### src/rtl/urng_vector_capture_if.sv
// Bundle of the generator inputs, burst control and capture-stream
// handshake for urng_vector_capture. The capture block takes the
// slave view; whoever drives generators and consumes pairs takes master.
interface urng_vector_capture_if #(
  parameter int LEN_W = 16
);
  logic [31:0]      iTaus1;
  logic [31:0]      iTaus2;
  logic             iStart;
  logic [LEN_W-1:0] iBurstLen;
  logic [63:0]      oData;
  logic             oValid;
  logic             iReady;
  logic             oBusy;
  logic             oDone;
  logic             oOverflow;
  logic [LEN_W-1:0] oCount;

  modport slave (
    input  iTaus1, iTaus2, iStart, iBurstLen, iReady,
    output oData, oValid, oBusy, oDone, oOverflow, oCount
  );

  modport master (
    output iTaus1, iTaus2, iStart, iBurstLen, iReady,
    input  oData, oValid, oBusy, oDone, oOverflow, oCount
  );
endinterface

### src/rtl/urng_vector_capture.sv
// Captures a burst of {iTaus1, iTaus2} pairs from two free-running
// Tausworthe generators into a first-word-fall-through FIFO and streams
// them out over a valid/ready handshake. Pairs offered while the FIFO
// is full (and not being popped) are dropped and flagged as overflow.
module urng_vector_capture #(
  parameter int DEPTH = 16,
  parameter int LEN_W = 16
) (
  input  logic                  iClk,
  input  logic                  iRst,
  urng_vector_capture_if.slave  bus
);

  localparam int AW = $clog2(DEPTH);
  localparam int PW = AW + 1;
  localparam logic [LEN_W-1:0] LEN_ONE = LEN_W'(1);
  localparam logic [PW-1:0]    PTR_ONE = PW'(1);

  typedef enum logic [1:0] {
    ST_IDLE    = 2'd0,
    ST_CAPTURE = 2'd1,
    ST_DRAIN   = 2'd2,
    ST_DONE    = 2'd3
  } state_t;

  state_t           state_q, state_d;
  logic [LEN_W-1:0] rem_q, rem_d;
  logic [LEN_W-1:0] count_q, count_d;
  logic             ovf_q, ovf_d;
  logic [PW-1:0]    wr_ptr_q, wr_ptr_d;
  logic [PW-1:0]    rd_ptr_q, rd_ptr_d;

  logic [63:0]      fifo_mem [DEPTH];

  logic             empty_s;
  logic             full_s;
  logic             pop_s;
  logic             offer_s;
  logic             push_s;
  logic             drop_s;
  logic [63:0]      wr_data_s;

  // FIFO status and the per-cycle push/pop/drop decision
  always_comb begin
    empty_s   = (wr_ptr_q == rd_ptr_q);
    full_s    = (wr_ptr_q[PW-1] != rd_ptr_q[PW-1]) &&
                (wr_ptr_q[AW-1:0] == rd_ptr_q[AW-1:0]);
    pop_s     = !empty_s && bus.iReady;
    offer_s   = (state_q == ST_CAPTURE);
    // A full FIFO still accepts the pair when a slot frees up this cycle
    push_s    = offer_s && (!full_s || pop_s);
    drop_s    = offer_s && !push_s;
    wr_data_s = {bus.iTaus1, bus.iTaus2};
  end

  // Next-state logic for the burst FSM, length counter and burst flags
  always_comb begin
    state_d = state_q;
    rem_d   = rem_q;
    count_d = count_q;
    ovf_d   = ovf_q;
    case (state_q)
      ST_IDLE: begin
        // Zero-length requests are ignored entirely
        if (bus.iStart && (bus.iBurstLen != '0)) begin
          state_d = ST_CAPTURE;
          rem_d   = bus.iBurstLen;
          count_d = '0;
          ovf_d   = 1'b0;
        end else begin
          state_d = ST_IDLE;
        end
      end
      ST_CAPTURE: begin
        if (push_s) begin
          count_d = count_q + LEN_ONE;
        end else begin
          count_d = count_q;
        end
        if (drop_s) begin
          ovf_d = 1'b1;
        end else begin
          ovf_d = ovf_q;
        end
        if (rem_q == LEN_ONE) begin
          state_d = ST_DRAIN;
          rem_d   = '0;
        end else begin
          state_d = ST_CAPTURE;
          rem_d   = rem_q - LEN_ONE;
        end
      end
      ST_DRAIN: begin
        // Always spend at least one cycle here, even with nothing buffered
        if (empty_s) begin
          state_d = ST_DONE;
        end else begin
          state_d = ST_DRAIN;
        end
      end
      ST_DONE: begin
        state_d = ST_IDLE;
      end
      default: begin
        state_d = ST_IDLE;
      end
    endcase
  end

  // Pointer advance; the extra MSB distinguishes full from empty
  always_comb begin
    if (push_s) begin
      wr_ptr_d = wr_ptr_q + PTR_ONE;
    end else begin
      wr_ptr_d = wr_ptr_q;
    end
    if (pop_s) begin
      rd_ptr_d = rd_ptr_q + PTR_ONE;
    end else begin
      rd_ptr_d = rd_ptr_q;
    end
  end

  // State, counters and pointers; reset overrides every other update
  always_ff @(posedge iClk) begin
    if (iRst) begin
      state_q  <= ST_IDLE;
      rem_q    <= '0;
      count_q  <= '0;
      ovf_q    <= 1'b0;
      wr_ptr_q <= '0;
      rd_ptr_q <= '0;
    end else begin
      state_q  <= state_d;
      rem_q    <= rem_d;
      count_q  <= count_d;
      ovf_q    <= ovf_d;
      wr_ptr_q <= wr_ptr_d;
      rd_ptr_q <= rd_ptr_d;
    end
  end

  // Store the captured pair in the slot addressed by the write pointer
  always_ff @(posedge iClk) begin
    if (!iRst && push_s) begin
      fifo_mem[wr_ptr_q[AW-1:0]] <= wr_data_s;
    end
  end

  // Outputs decoded straight from flops; head entry shown while non-empty
  always_comb begin
    bus.oValid    = !empty_s;
    bus.oBusy     = (state_q == ST_CAPTURE) || (state_q == ST_DRAIN);
    bus.oDone     = (state_q == ST_DONE);
    bus.oOverflow = ovf_q;
    bus.oCount    = count_q;
    if (empty_s) begin
      bus.oData = 64'd0;
    end else begin
      bus.oData = fifo_mem[rd_ptr_q[AW-1:0]];
    end
  end

endmodule

### src/flat_wrapper.sv
// flat-port wrapper written by rule: the top's interface ports become plain ports
module urng_vector_capture_flat 
#(
  parameter int DEPTH = 16,
  parameter int LEN_W = 16
)
  (iClk, iRst, bus_iTaus1, bus_iTaus2, bus_iStart, bus_iBurstLen, bus_iReady, bus_oData, bus_oValid, bus_oBusy, bus_oDone, bus_oOverflow, bus_oCount);
  urng_vector_capture_if #(.LEN_W(LEN_W)) bus_i ();
  input  logic iClk;
  input  logic iRst;
  input wire logic [$bits(bus_i.iTaus1)-1:0] bus_iTaus1;
  input wire logic [$bits(bus_i.iTaus2)-1:0] bus_iTaus2;
  input wire logic [$bits(bus_i.iStart)-1:0] bus_iStart;
  input wire logic [$bits(bus_i.iBurstLen)-1:0] bus_iBurstLen;
  input wire logic [$bits(bus_i.iReady)-1:0] bus_iReady;
  output wire logic [$bits(bus_i.oData)-1:0] bus_oData;
  output wire logic [$bits(bus_i.oValid)-1:0] bus_oValid;
  output wire logic [$bits(bus_i.oBusy)-1:0] bus_oBusy;
  output wire logic [$bits(bus_i.oDone)-1:0] bus_oDone;
  output wire logic [$bits(bus_i.oOverflow)-1:0] bus_oOverflow;
  output wire logic [$bits(bus_i.oCount)-1:0] bus_oCount;
  assign bus_i.iTaus1 = bus_iTaus1;
  assign bus_i.iTaus2 = bus_iTaus2;
  assign bus_i.iStart = bus_iStart;
  assign bus_i.iBurstLen = bus_iBurstLen;
  assign bus_i.iReady = bus_iReady;
  assign bus_oData = bus_i.oData;
  assign bus_oValid = bus_i.oValid;
  assign bus_oBusy = bus_i.oBusy;
  assign bus_oDone = bus_i.oDone;
  assign bus_oOverflow = bus_i.oOverflow;
  assign bus_oCount = bus_i.oCount;
  urng_vector_capture #(.DEPTH(DEPTH), .LEN_W(LEN_W)) u_core (.iClk(iClk), .iRst(iRst), .bus(bus_i));
endmodule
### config.mk
export PLATFORM = sky130hd
export DESIGN_NAME = urng_vector_capture_flat
export DESIGN_NICKNAME = d
export VERILOG_FILES = /design/src/rtl/urng_vector_capture_if.sv /design/src/rtl/urng_vector_capture.sv /design/src/flat_wrapper.sv
export SDC_FILE = /design/constraint.sdc
export NUM_CORES = 1
export LEC_CHECK = 0
export ABC_AREA = 0
export BUFFER_PORTS_ARGS = -buffer_cell sky130_fd_sc_hd__clkbuf_2
export CORE_MARGIN = 2
export CORE_UTILIZATION = 25
export DETAILED_ROUTE_END_ITERATION = 7
export SYNTH_ARGS = -nofsm -noshare
export SYNTH_HDL_FRONTEND = slang
export SYNTH_SLANG_ARGS = --single-unit
### constraint.sdc
create_clock -name iClk -period 12.5 [get_ports iClk]
set_input_delay 1.25 -clock iClk [delete_from_list [all_inputs] [get_ports iClk]]
set_output_delay 1.25 -clock iClk [all_outputs]
set_load 0.02 [all_outputs]
After elaboration in Yosys (flattened, before gate mapping)
Memory sizes are Yosys's and may differ from the RTL's. A register that Yosys moved wholly into a read port is not among the register bits.
Index checks and enable logic that the tools add are counted.

word-level totals
  memories kept = 1
  input port bits = 84
  logic and storage cells = 57
  output and inout port bits = 84
  register bits = 45
  RAM bits = 1024

memories
  name             words  bits a word  read ports  clocked after Yosys merged registers in  wr ports  line                       RTL
  u_core.fifo_mem  16     64           1           1                                        1         urng_vector_capture.sv:33  logic [63:0] fifo_mem [DEPTH];

cells by class
  reduce and logical (&&, ||, !) cells = 18
  equal/unequal tests = 10
  mux-type cells = 18
  add/sub/neg operators = 4

operator list
  kind                                                number
  2-to-1 mux 16 bit                                   4
  2-to-1 mux 64 bit                                   1
  case mux 16 bit (2 select lines)                    2
  adder 16 x 1 -> 16 bit, second input constant       1
  == test 16 x 1 -> 1 bit, second input constant      1
  nonzero test 16 bit                                 1
  subtractor 16 x 1 -> 16 bit, second input constant  1
  adder 5 x 1 -> 5 bit, second input constant         2
  2-to-1 mux 4 bit                                    2
  case mux 2 bit (4 select lines)                     1
  logical AND 1 bit                                   6
  2-to-1 mux 1 bit                                    6
  AND reduction 3 bit                                 2
  == test 5 bit                                       1
  == test 2 bit, second input constant                2
  == test 4 bit                                       1
  zero test 1 bit                                     4
  != test 2 bit, second input constant                2
  == test 2 x 1 -> 1 bit, second input constant       1
  zero test 2 bit                                     1
  logical OR 1 bit                                    2
  2-to-1 mux 2 bit                                    1
  != test 2 x 1 -> 1 bit, second input constant       1
  case mux 1 bit (2 select lines)                     1
  other kinds (3)                                     3

Depth between registers and ports, before layout
Gate-level depths: netlist of run 1.

  depth after elaboration = 9
  mapped depth = 9
  depth with buffers taken out = 7

Worst setup path before layout of run 1
Ideal clock, no wire load.

  kind = in2reg
  start point = in iRst
  end point = mem u_core.fifo_mem[0][0], enable pin
  path buffers = 1
  library setup time = 0.645 ns
  path slack = 4.041 ns
  cell stages on the path = 4
  data arrival time = 7.813 ns
  required time = 11.855 ns
  path through = inv_1 -> clkbuf_1 -> nand2_1 -> nor4_1

between the ends
  word-level cells in the longest chain between the ends = 4

ends and longest elaborated chain
  item                                    line                        RTL
  from (decl)                             flat_wrapper.sv:10          input logic iRst;
  zero test 1 bit                         urng_vector_capture.sv:145  if (!iRst && push_s) begin
  logical AND 1 bit                       urng_vector_capture.sv:145
  2-to-1 mux 1 bit                        urng_vector_capture.sv:145
  2-to-1 mux 1 bit (not written as such)  urng_vector_capture.sv:146  fifo_mem[wr_ptr_q[AW-1:0]] <= wr_data_s;
  to (decl)                               urng_vector_capture.sv:33

No other way between the ends.

==> load_flow_metrics.sql, run 1 <==
INSERT INTO impl_metrics (metric_group, metric, value, unit) VALUES
('placed_design', 'io_buffers', '167', ''),
('synthesis', 'synth.yosys.warnings', '0', ''),
('synthesis', 'postSynth.topFlopCell', 'edfxtp_1', ''),
('clock_network', 'clk_latency', '0.75', 'ns'),
('worst_setup_path', 'startpoint_type', 'flop', ''),
('timing', 'finalWorstSetupSlack', '6.41', 'ns'),
('timing', 'finalCritPeriodShare', '0.487', ''),
('timing', 'finalCriticalPeriod', '6.09', 'ns'),
('routing', 'routedWlPerCell', '24.0', 'um'),
('synthesis', 'compound_gate_portion_of_the_synthesized_area', '0.0182', ''),
('synthesis', 'syn_avg_cell_area', '22.5', 'um^2'),
('timing', 'worst_slew_margin_rel', '0.247', ''),
('synthesis', 'synth_adder_area_share', '0.00361', ''),
('hold_path', 'hp-class', 'flop to flop', ''),
('worst_setup_path', 'worst_path_required_time', '11.25', 'ns'),
('cells_and_area', 'drive_above_1_share', '0.341', ''),
('cells_and_area', 'final_net_count', '2178', ''),
('placed_design', 'dp_slack', '6.96', 'ns'),
('floorplanning', 'std_cell_rows', '149', ''),
('floorplanning', 'die_area', '170000', 'um^2'),
('timing', 'worst_clock_skew', '0.0744', 'ns'),
('routing', 'number_of_nets_with_antenna_violations_after_detailed_routing', '0', ''),
('timing', 'totalNegativeSetupSlack', '0', 'ns'),
('grt', 'grt_overflow_total', '0', ''),
('worst_setup_path', 'timing.critical_path.fanout_max', '44', ''),
('clock_network', 'root_buffer', 'clkbuf_16', ''),
('clock_network', 'cts_hold_buf', '0', ''),
('synthesis', 'mapped_area', '41600', 'um^2'),
('synthesis', 'synth_seq_cells', '1073', ''),
('synthesis', 'synth_top_family_by_area', 'multiplexers', ''),
('hold_path', 'hold_path_depth', '2', ''),
('timing', 'rsz0062_at_grt', 'no', ''),
('power', 'post_layout_power', '8.41', 'mW'),
('timing', 'setup_viol', '0', ''),
('routing', 'drt-total-wl', '105', 'mm'),
('synthesis', 'synth_enable_flop_cells', '1024', ''),
('worst_setup_path', 'timing.critical_path.max_delay_family', 'buffers and inverters', ''),
('grt', 'antenna_found_initial', '18', ''),
('outcome', 'status', 'complete, no violations', ''),
('floorplanning', 'start_util', '0.252', ''),
('timing', 'hold-worst-slack', '0.483', 'ns'),
('routing', 'detail_route.vias_per_cell', '4.54', ''),
('grt', 'grt_max_degree', '73', ''),
('routing', 'drc', '0', ''),
('synthesis', 'synth-seq-area-share', '0.762', ''),
('worst_setup_path', 'cpPeakStageDelay', '0.96', 'ns'),
('placed_design', 'gp_routability_congestion', '0.736', ''),
('floorplanning', 'die_height', '412', 'um'),
('synthesis', 'post_synth_inst_count', '1848', ''),
('routing', 'first_iter_violations', '1953', ''),
('power', 'ir_drop', '0.000127', 'V'),
('routing', 'drt_pass1_iterations', '7', ''),
('clock_network', 'postCtsSetupBuffers', '0', ''),
('routing', 'vias', '19800', ''),
('cells_and_area', 'n_fill_cell', '16100', ''),
('power', 'power.static_leakage', '14.7', 'nW'),
('floorplanning', 'io_pins', '168', ''),
('floorplanning', 'core_area', '165000', 'um^2'),
('worst_setup_path', 'path_cells', 'buf_4 -> buf_4 -> mux4_2 -> mux4_2 -> nor2b_1 -> clkbuf_2', ''),
('timing', 'finalHoldViolations', '0', ''),
('clock_network', 'cts-buffers-inserted', '110', ''),
('worst_setup_path', 'endpoint_kind', 'output port', ''),
('worst_setup_path', 'critical_path_arrival', '4.84', 'ns'),
('grt', 'first_global_vias', '20400', ''),
('synthesis', 'synth_cell_type_count', '61', ''),
('synthesis', 'synth-xor-area-share', '0.00231', ''),
('floorplanning', 'die_width', '412', 'um'),
('synthesis', 'muxShareOfSynthArea', '0.174', ''),
('timing', 'worst_pin_slew', '1.13', 'ns'),
('clock_network', 'clk_path_buf_depth', '3', ''),
('synthesis', 'ys_async_sr_fraction', '0', '');
-- flip-flops by register name, indices dropped and copies added (netlist names), named ones only --
name / count
u_core.fifo_mem: 1024
u_core.bus.oCount: 16
u_core.state_q: 1
u_core.wr_ptr_q: 5
u_core.rem_q: 16
u_core.rd_ptr_q: 5
u_core.bus.oOverflow: 1
-- final cells by class --
type | instances | area, um^2 | share of cell area
repair buffers | 219 | 1230 | 0.0250
diodes | 1 | 2.50 | 0.0000510
multi-input cells | 660 | 9530 | 0.194
well taps | 2189 | 2740 | 0.0559
clock inverters | 68 | 853 | 0.0174
flip-flops and latches | 1073 | 31700 | 0.647
inverters | 18 | 67.6 | 0.00138
clock buffers | 132 | 2870 | 0.0585
-- Yosys cell counts, drive strengths merged, types with 3 or more instances --
cell	number	area, um^2
or4	15	120
nand3	11	55.1
nor3	17	90.1
nand2	25	93.8
a32oi	3	26.3
inv	17	63.8
edfxtp	1024	30700
and3	4	25.0
clkbuf	56	210
nor2b	65	407
xnor2	5	43.8
and2	3	18.8
o21ai	17	85.1
or3b	3	26.3
nand4	4	25.0
a211oi	4	30.0
o31ai	9	67.6
a31oi	5	31.3
or3	9	56.3
buf	41	210
nand2b	4	25.0
or2	3	18.8
nor4	7	43.8
a32o	3	30.0
nor2	28	105
mux2i	3	30.0
and4	5	43.8
a21oi	38	216
mux4	320	7210
xor2	6	52.6
o211ai	6	45.0
dfxtp	49	981
a22oi	3	22.5
ha	12	150
-- cell usage in the layout, fill, tap and decap left out, drive strengths merged, types with 25 or more instances in the layout --
| master | Yosys | layout |
|---|---|---|
| edfxtp | 1024 | 1024 |
| nor2b | 65 | 65 |
| clkinv | 1 | 37 |
| dfxtp | 49 | 49 |
| a21oi | 38 | 38 |
| inv | 17 | 29 |
| nor2 | 28 | 28 |
| mux4 | 320 | 320 |
| nand2 | 25 | 25 |
| buf | 41 | 52 |
| clkbuf | 56 | 299 |
-- worst paths after layout --
kind	from	endpoint	slack [ns]
setup reg to reg	u_core.wr_ptr_q[3]	u_core.fifo_mem[9][10]	8.55
setup / recovery	flop	bus_oData[22]	6.41
hold / removal	u_core.rem_q[15]	u_core.rem_q[15]	0.48
hold reg to reg	u_core.rem_q[15]	u_core.rem_q[15]	0.48
-- kinds of logic (layout without fill, tap and decap cells) --
family / after synthesis / after routing
multiplexers: 323 / 323
AND/OR/NAND/NOR: 206 / 206
adder cells (fa/ha/maj): 12 / 12
XOR/XNOR: 11 / 11
flip-flops: 1073 / 1073
buffers and inverters: 115 / 437
AO/OA/AOI/OAI: 108 / 108
other: 0 / 1
-- power breakdown --
| part | leakage [nW] | switching [mW] | internal, mW |
|---|---|---|---|
| combinational | 3.31 | 0.558 | 0.463 |
| sequential | 9.61 | 0.0456 | 3.96 |
| clock | 1.79 | 1.43 | 1.94 |
-- per-stage QoR --
stage          utilization  std cells
2_1_floorplan            -       1848
3_3_place_gp         0.274       4159
3_5_place_dp         0.274       4159
4_1_cts              0.297       4359
5_1_grt              0.297       4360
6_report             0.297       4360
-- routing by layer --
layer | vias to the layer above | GRT usage | routed length, um
li1 | 8346 | - | -
met1 | 10700 | 0.161 | 44700
met2 | 533 | 0.203 | 51400
met3 | 184 | 0.0298 | 6340
met4 | 22 | 0.0324 | 2110
met5 | - | 0 | 148
-- worst register-to-register path, delay by kind of cell, from the launching register on --
kind | cells | cell delay [ns]
simple gates | 3 | 0.96
xor+xnor | 1 | 0.15
compound gates | 1 | 0.10
flops | 1 | 0.75
buf+inv | 3 | 1.53
(Power assumes the default switching activity.)
==> run 2: changes to the inputs <==
--- a/config.mk
+++ b/config.mk
@@ -5,7 +5,7 @@
 export SDC_FILE = /design/constraint.sdc
 export NUM_CORES = 1
 export LEC_CHECK = 0
-export ABC_AREA = 0
+export ABC_AREA = 1
 export BUFFER_PORTS_ARGS = -buffer_cell sky130_fd_sc_hd__clkbuf_2
 export CORE_MARGIN = 2
 export CORE_UTILIZATION = 25
==> constraint.sdc (replaced) <==
create_clock -name iClk -period 4.9 [get_ports iClk]
set_input_delay 0.49 -clock iClk [delete_from_list [all_inputs] [get_ports iClk]]
set_output_delay 0.49 -clock iClk [all_outputs]
set_load 0.02 [all_outputs]
==> load_flow_metrics.sql, run 2 <==
INSERT INTO impl_metrics (metric_group, metric, value, unit) VALUES
('worst_setup_path', 'timing.critical_path.max_delay_family', 'buffers and inverters', ''),
('synthesis', 'synth_top_family_by_area', 'compound AO/OA/AOI/OAI gates', ''),
('power', 'power.share.combinational', '0.228', ''),
('grt', 'grt_most_used_layer', 'met2', ''),
('worst_setup_path', 'ff2ff_path_depth', '8', ''),
('synthesis', 'mapped_area', '43100', 'um^2'),
('timing', 'fmax', '249', 'MHz'),
('hold_path', 'hp-start', 'bus_iBurstLen[13]', ''),
('synthesis', 'muxShareOfSynthArea', '0', ''),
('cells_and_area', 'final_core_utilization', '0.289', ''),
('clock_network', 'clock_sinks', '1073', ''),
('clock_network', 'root_buffer', 'clkbuf_16', ''),
('clock_network', 'cts_hold_buf', '0', ''),
('timing', 'rsz0062_at_grt', 'no', ''),
('floorplanning', 'die_height', '419', 'um'),
('power', 'seq_power_share', '0.442', ''),
('synthesis', 'synth_enable_flop_cells', '1024', ''),
('clock_network', 'cts_repair_resize_count', '0', ''),
('clock_network', 'clk_latency', '0.72', 'ns'),
('flow_run', 'max-cap-violations', '0', ''),
('worst_setup_path', 'slowest_stage', 'inv_8', ''),
('routing', 'detail_route.vias_per_cell', '4.68', ''),
('routing', 'drt_pass1_iterations', '5', ''),
('timing', 'worst_slew_margin_rel', '0.179', ''),
('synthesis', 'synth-seq-area-share', '0.736', ''),
('synthesis', 'postSynth.topFlopCell', 'edfxtp_1', ''),
('cells_and_area', 'most_common_library_cell_in_the_layout_ignoring_fill_and_taps', 'edfxtp_1', ''),
('synthesis', 'synth_adder_area_share', '0.00348', ''),
('cells_and_area', 'final_cell_mix', '1024 x edfxtp_1, 731 x nor2_1, 511 x o21ai_0', ''),
('grt', 'first_global_vias', '26600', ''),
('worst_setup_path', 'reg2reg_slack', '1.60', 'ns'),
('placed_design', 'gp_routability_congestion', '0.745', ''),
('power', 'power.static_leakage', '15.6', 'nW'),
('timing', 'finalHoldViolations', '0', ''),
('routing', 'vias', '27500', ''),
('synthesis', 'synth_cell_type_count', '33', ''),
('cells_and_area', 'largest_register_ffs', '1024', ''),
('timing', 'finalCritPeriodShare', '0.819', ''),
('grt', 'antenna_found_initial', '26', ''),
('clock_network', 'cts-buffers-inserted', '105', ''),
('hold_path', 'timing.hold.worst_endpoint', 'u_core.rem_q[13]', ''),
('clock_network', 'postCtsSetupBuffers', '0', ''),
('cells_and_area', 'stdcell_count', '5871', ''),
('routing', 'drc', '0', ''),
('floorplanning', 'io_pins', '168', ''),
('cells_and_area', 'final_net_count', '3569', ''),
('worst_setup_path', 'cpPeakStageDelay', '0.61', 'ns'),
('clock_network', 'cts.reportedPaths.clkPinSlew', '0.07', 'ns'),
('synthesis', 'synth-xor-area-share', '0.00407', ''),
('synthesis', 'synth_common_cells', '1024 x edfxtp_1, 744 x nor2_1, 511 x o21ai_0', ''),
('grt', 'grt_max_degree', '227', ''),
('synthesis', 'synth_simple_gate_area_share', '0.0944', ''),
('cells_and_area', 'syn_to_final_growth', '15.1', '%'),
('worst_setup_path', 'path_cells', 'inv_8 -> buf_4 -> o21ai_0 -> o211ai_1 -> o211ai_1 -> a21oi_1 -> clkbuf_2', ''),
('timing', 'finalCriticalPeriod', '4.01', 'ns'),
('grt', 'globalRouteMet1Util', '0.173', ''),
('cells_and_area', 'n_fill_cell', '17300', ''),
('synthesis', 'compound_gate_portion_of_the_synthesized_area', '0.130', ''),
('worst_setup_path', 'worstSetupPathType', 'flop to output port', ''),
('worst_setup_path', 'worst_r2r_endpoint', 'u_core.fifo_mem[0][60]', ''),
('worst_setup_path', 'endpoint_kind', 'output port', ''),
('worst_setup_path', 'cell_type_with_the_highest_occurrence_count_on_the_critical_path', 'o211ai_1', ''),
('placed_design', 'io_buffers', '167', ''),
('floorplanning', 'start_util', '0.251', ''),
('synthesis', 'yosys.cell_count.top_type', 'edfxtp_1', ''),
('placed_design', 'place_inst', '5676', ''),
('worst_setup_path', 'startpoint_type', 'flop', ''),
('clock_network', 'cts_max_level', '3', ''),
('outcome', 'status', 'complete, no violations', ''),
('grt', 'track_usage', '0.132', ''),
('timing', 'hold-worst-slack', '0.0872', 'ns'),
('cells_and_area', 'finalInstanceArea', '49600', 'um^2'),
('power', 'p_int', '15.8', 'mW'),
('grt', 'globalRouteMet2Util', '0.223', ''),
('synthesis', 'synth_net_count', '3468', ''),
('grt', 'grt_overflow_total', '0', ''),
('power', 'pwr-share-clk', '0.330', ''),
('routing', 'number_of_nets_with_antenna_violations_after_detailed_routing', '0', ''),
('synthesis', 'post_synth_inst_count', '3372', ''),
('floorplanning', 'die_width', '419', 'um'),
('grt', 'grt_pass1_wl', '175', 'mm'),
('timing', 'setup_viol', '0', ''),
('placed_design', 'hpwl_after_detailed_placement', '61.1', 'mm'),
('hold_path', 'hold_path_depth', '5', ''),
('floorplanning', 'std_cell_rows', '152', ''),
('clock_network', 'clk_path_buf_depth', '3', ''),
('cells_and_area', 'multiInputGateArea', '10100', 'um^2'),
('timing', 'final-max-slew-violation-count', '0', ''),
('synthesis', 'synth.yosys.warnings', '0', ''),
('timing', 'worst_pin_slew', '1.23', 'ns'),
('synthesis', 'syn_avg_cell_area', '12.8', 'um^2'),
('synthesis', 'ys_async_sr_fraction', '0', ''),
('worst_setup_path', 'timing.critical_path.fanout_max', '147', ''),
('synthesis', 'synth_top_cells_by_area', 'edfxtp_1 71%, nor2_1 6.5%, o21ai_0 5.9%, o211ai_1 3.3%, dfxtp_1 2.3%', ''),
('power', 'sw_frac_of_total', '0.321', ''),
('routing', 'drt-total-wl', '119', 'mm'),
('synthesis', 'synth_top_cell_area_share', '0.714', ''),
('synthesis', 'synth_seq_cells', '1073', ''),
('cells_and_area', 'drive_above_1_share', '0.112', ''),
('routing', 'first_iter_violations', '2636', ''),
('worst_setup_path', 'worst_path_required_time', '4.41', 'ns'),
('worst_setup_path', 'critical_path_arrival', '3.52', 'ns'),
('timing', 'totalNegativeSetupSlack', '0', 'ns'),
('routing', 'routedWlPerCell', '20.3', 'um'),
('grt', 'global_route.usage.met3', '0.0259', ''),
('power', 'ir_drop', '0.000392', 'V'),
('floorplanning', 'die_area', '176000', 'um^2'),
('worst_setup_path', 'rr_startpoint', 'u_core.wr_ptr_q[0]', ''),
('worst_setup_path', 'timing.critical_path.buf_inv', '3', ''),
('placed_design', 'post_dp_cell_area', '46400', 'um^2'),
('floorplanning', 'core_area', '171000', 'um^2'),
('power', 'netSwitchingPower', '7.47', 'mW'),
('hold_path', 'hp-class', 'primary input to flop', ''),
('cells_and_area', 'final-seq-area', '31700', 'um^2'),
('power', 'cellPowerDensity', '469', 'nW/um^2'),
('timing', 'worst_clock_skew', '0.0436', 'ns'),
('clock_network', 'tritoncts_clock_tree', 'built', ''),
('synthesis', 'synthDominantAreaCellType', 'edfxtp_1', '');
[run 2: metal layers]
metal / share of wire / vias up / wire length [um]
met5: 0.0012 / - / 146
met3: 0.064 / 188 / 7630
li1: - / 12700 / -
met4: 0.020 / 26 / 2430
met2: 0.49 / 830 / 58300
met1: 0.43 / 13800 / 50800
[run 2: power by group through the flow]
stage	sequential [mW]	clock [mW]	combinational, mW
2_1_floorplan	10.4	0	3.65
3_3_place_gp	10.5	0	5.36
3_5_place_dp	10.5	0	5.41
4_1_cts	10.3	7.82	5.43
5_1_grt	10.3	8.15	5.91
6_report	10.3	7.67	5.31
[run 2: cell families (layout without fill, tap and decap cells)]
logic type / Yosys count / count (layout)
AOI/OAI and AO/OA: 958 / 958
xor gates and xnor gates: 20 / 20
adders and majority gates: 12 / 12
buffers and inverters: 275 / 460
DFF: 1073 / 1073
other: 0 / 4
and+or+nand+nor: 1034 / 1034
[run 2: through the flow]
step / power (mW) / worst slack [ns]
final: 23.2 / 0.887
after global routing: 24.3 / 0.691
after CTS: 23.5 / 0.839
after detailed placement: 15.9 / 1.55
after global placement: 15.8 / 1.57
after floorplan: 14.1 / -1.17
[run 2: how the worst max path moves through the flow]
stage	startpoint	endpoint	cells past startpoint
floorplan	u_core.wr_ptr_q[2]	u_core.fifo_mem[3][0]	8
CTS	flop	bus_oData[42]	7
detailed placement	u_core.wr_ptr_q[2]	u_core.fifo_mem[0][13]	8
global route	flop	bus_oData[48]	7
finish	flop	bus_oData[48]	7
global placement	u_core.wr_ptr_q[2]	u_core.fifo_mem[0][7]	8
[run 2: cell type report]
| type | instances | share of cell area |
|---|---|---|
| diodes | 4 | 0.000202 |
| clock buffers | 130 | 0.0549 |
| clock inverters | 61 | 0.0102 |
| inverters | 44 | 0.00396 |
| multi-input cells | 2024 | 0.204 |
| flip-flops and latches | 1073 | 0.640 |
| well taps | 2310 | 0.0583 |
| repair buffers | 225 | 0.0289 |
[run 2: tightest hold or removal path, stage by stage]
cell and delay, ns:
clkbuf_2 0.09, nand2_1 0.05, nand3_1 0.06, nand2_1 0.04, inv_1 0.05
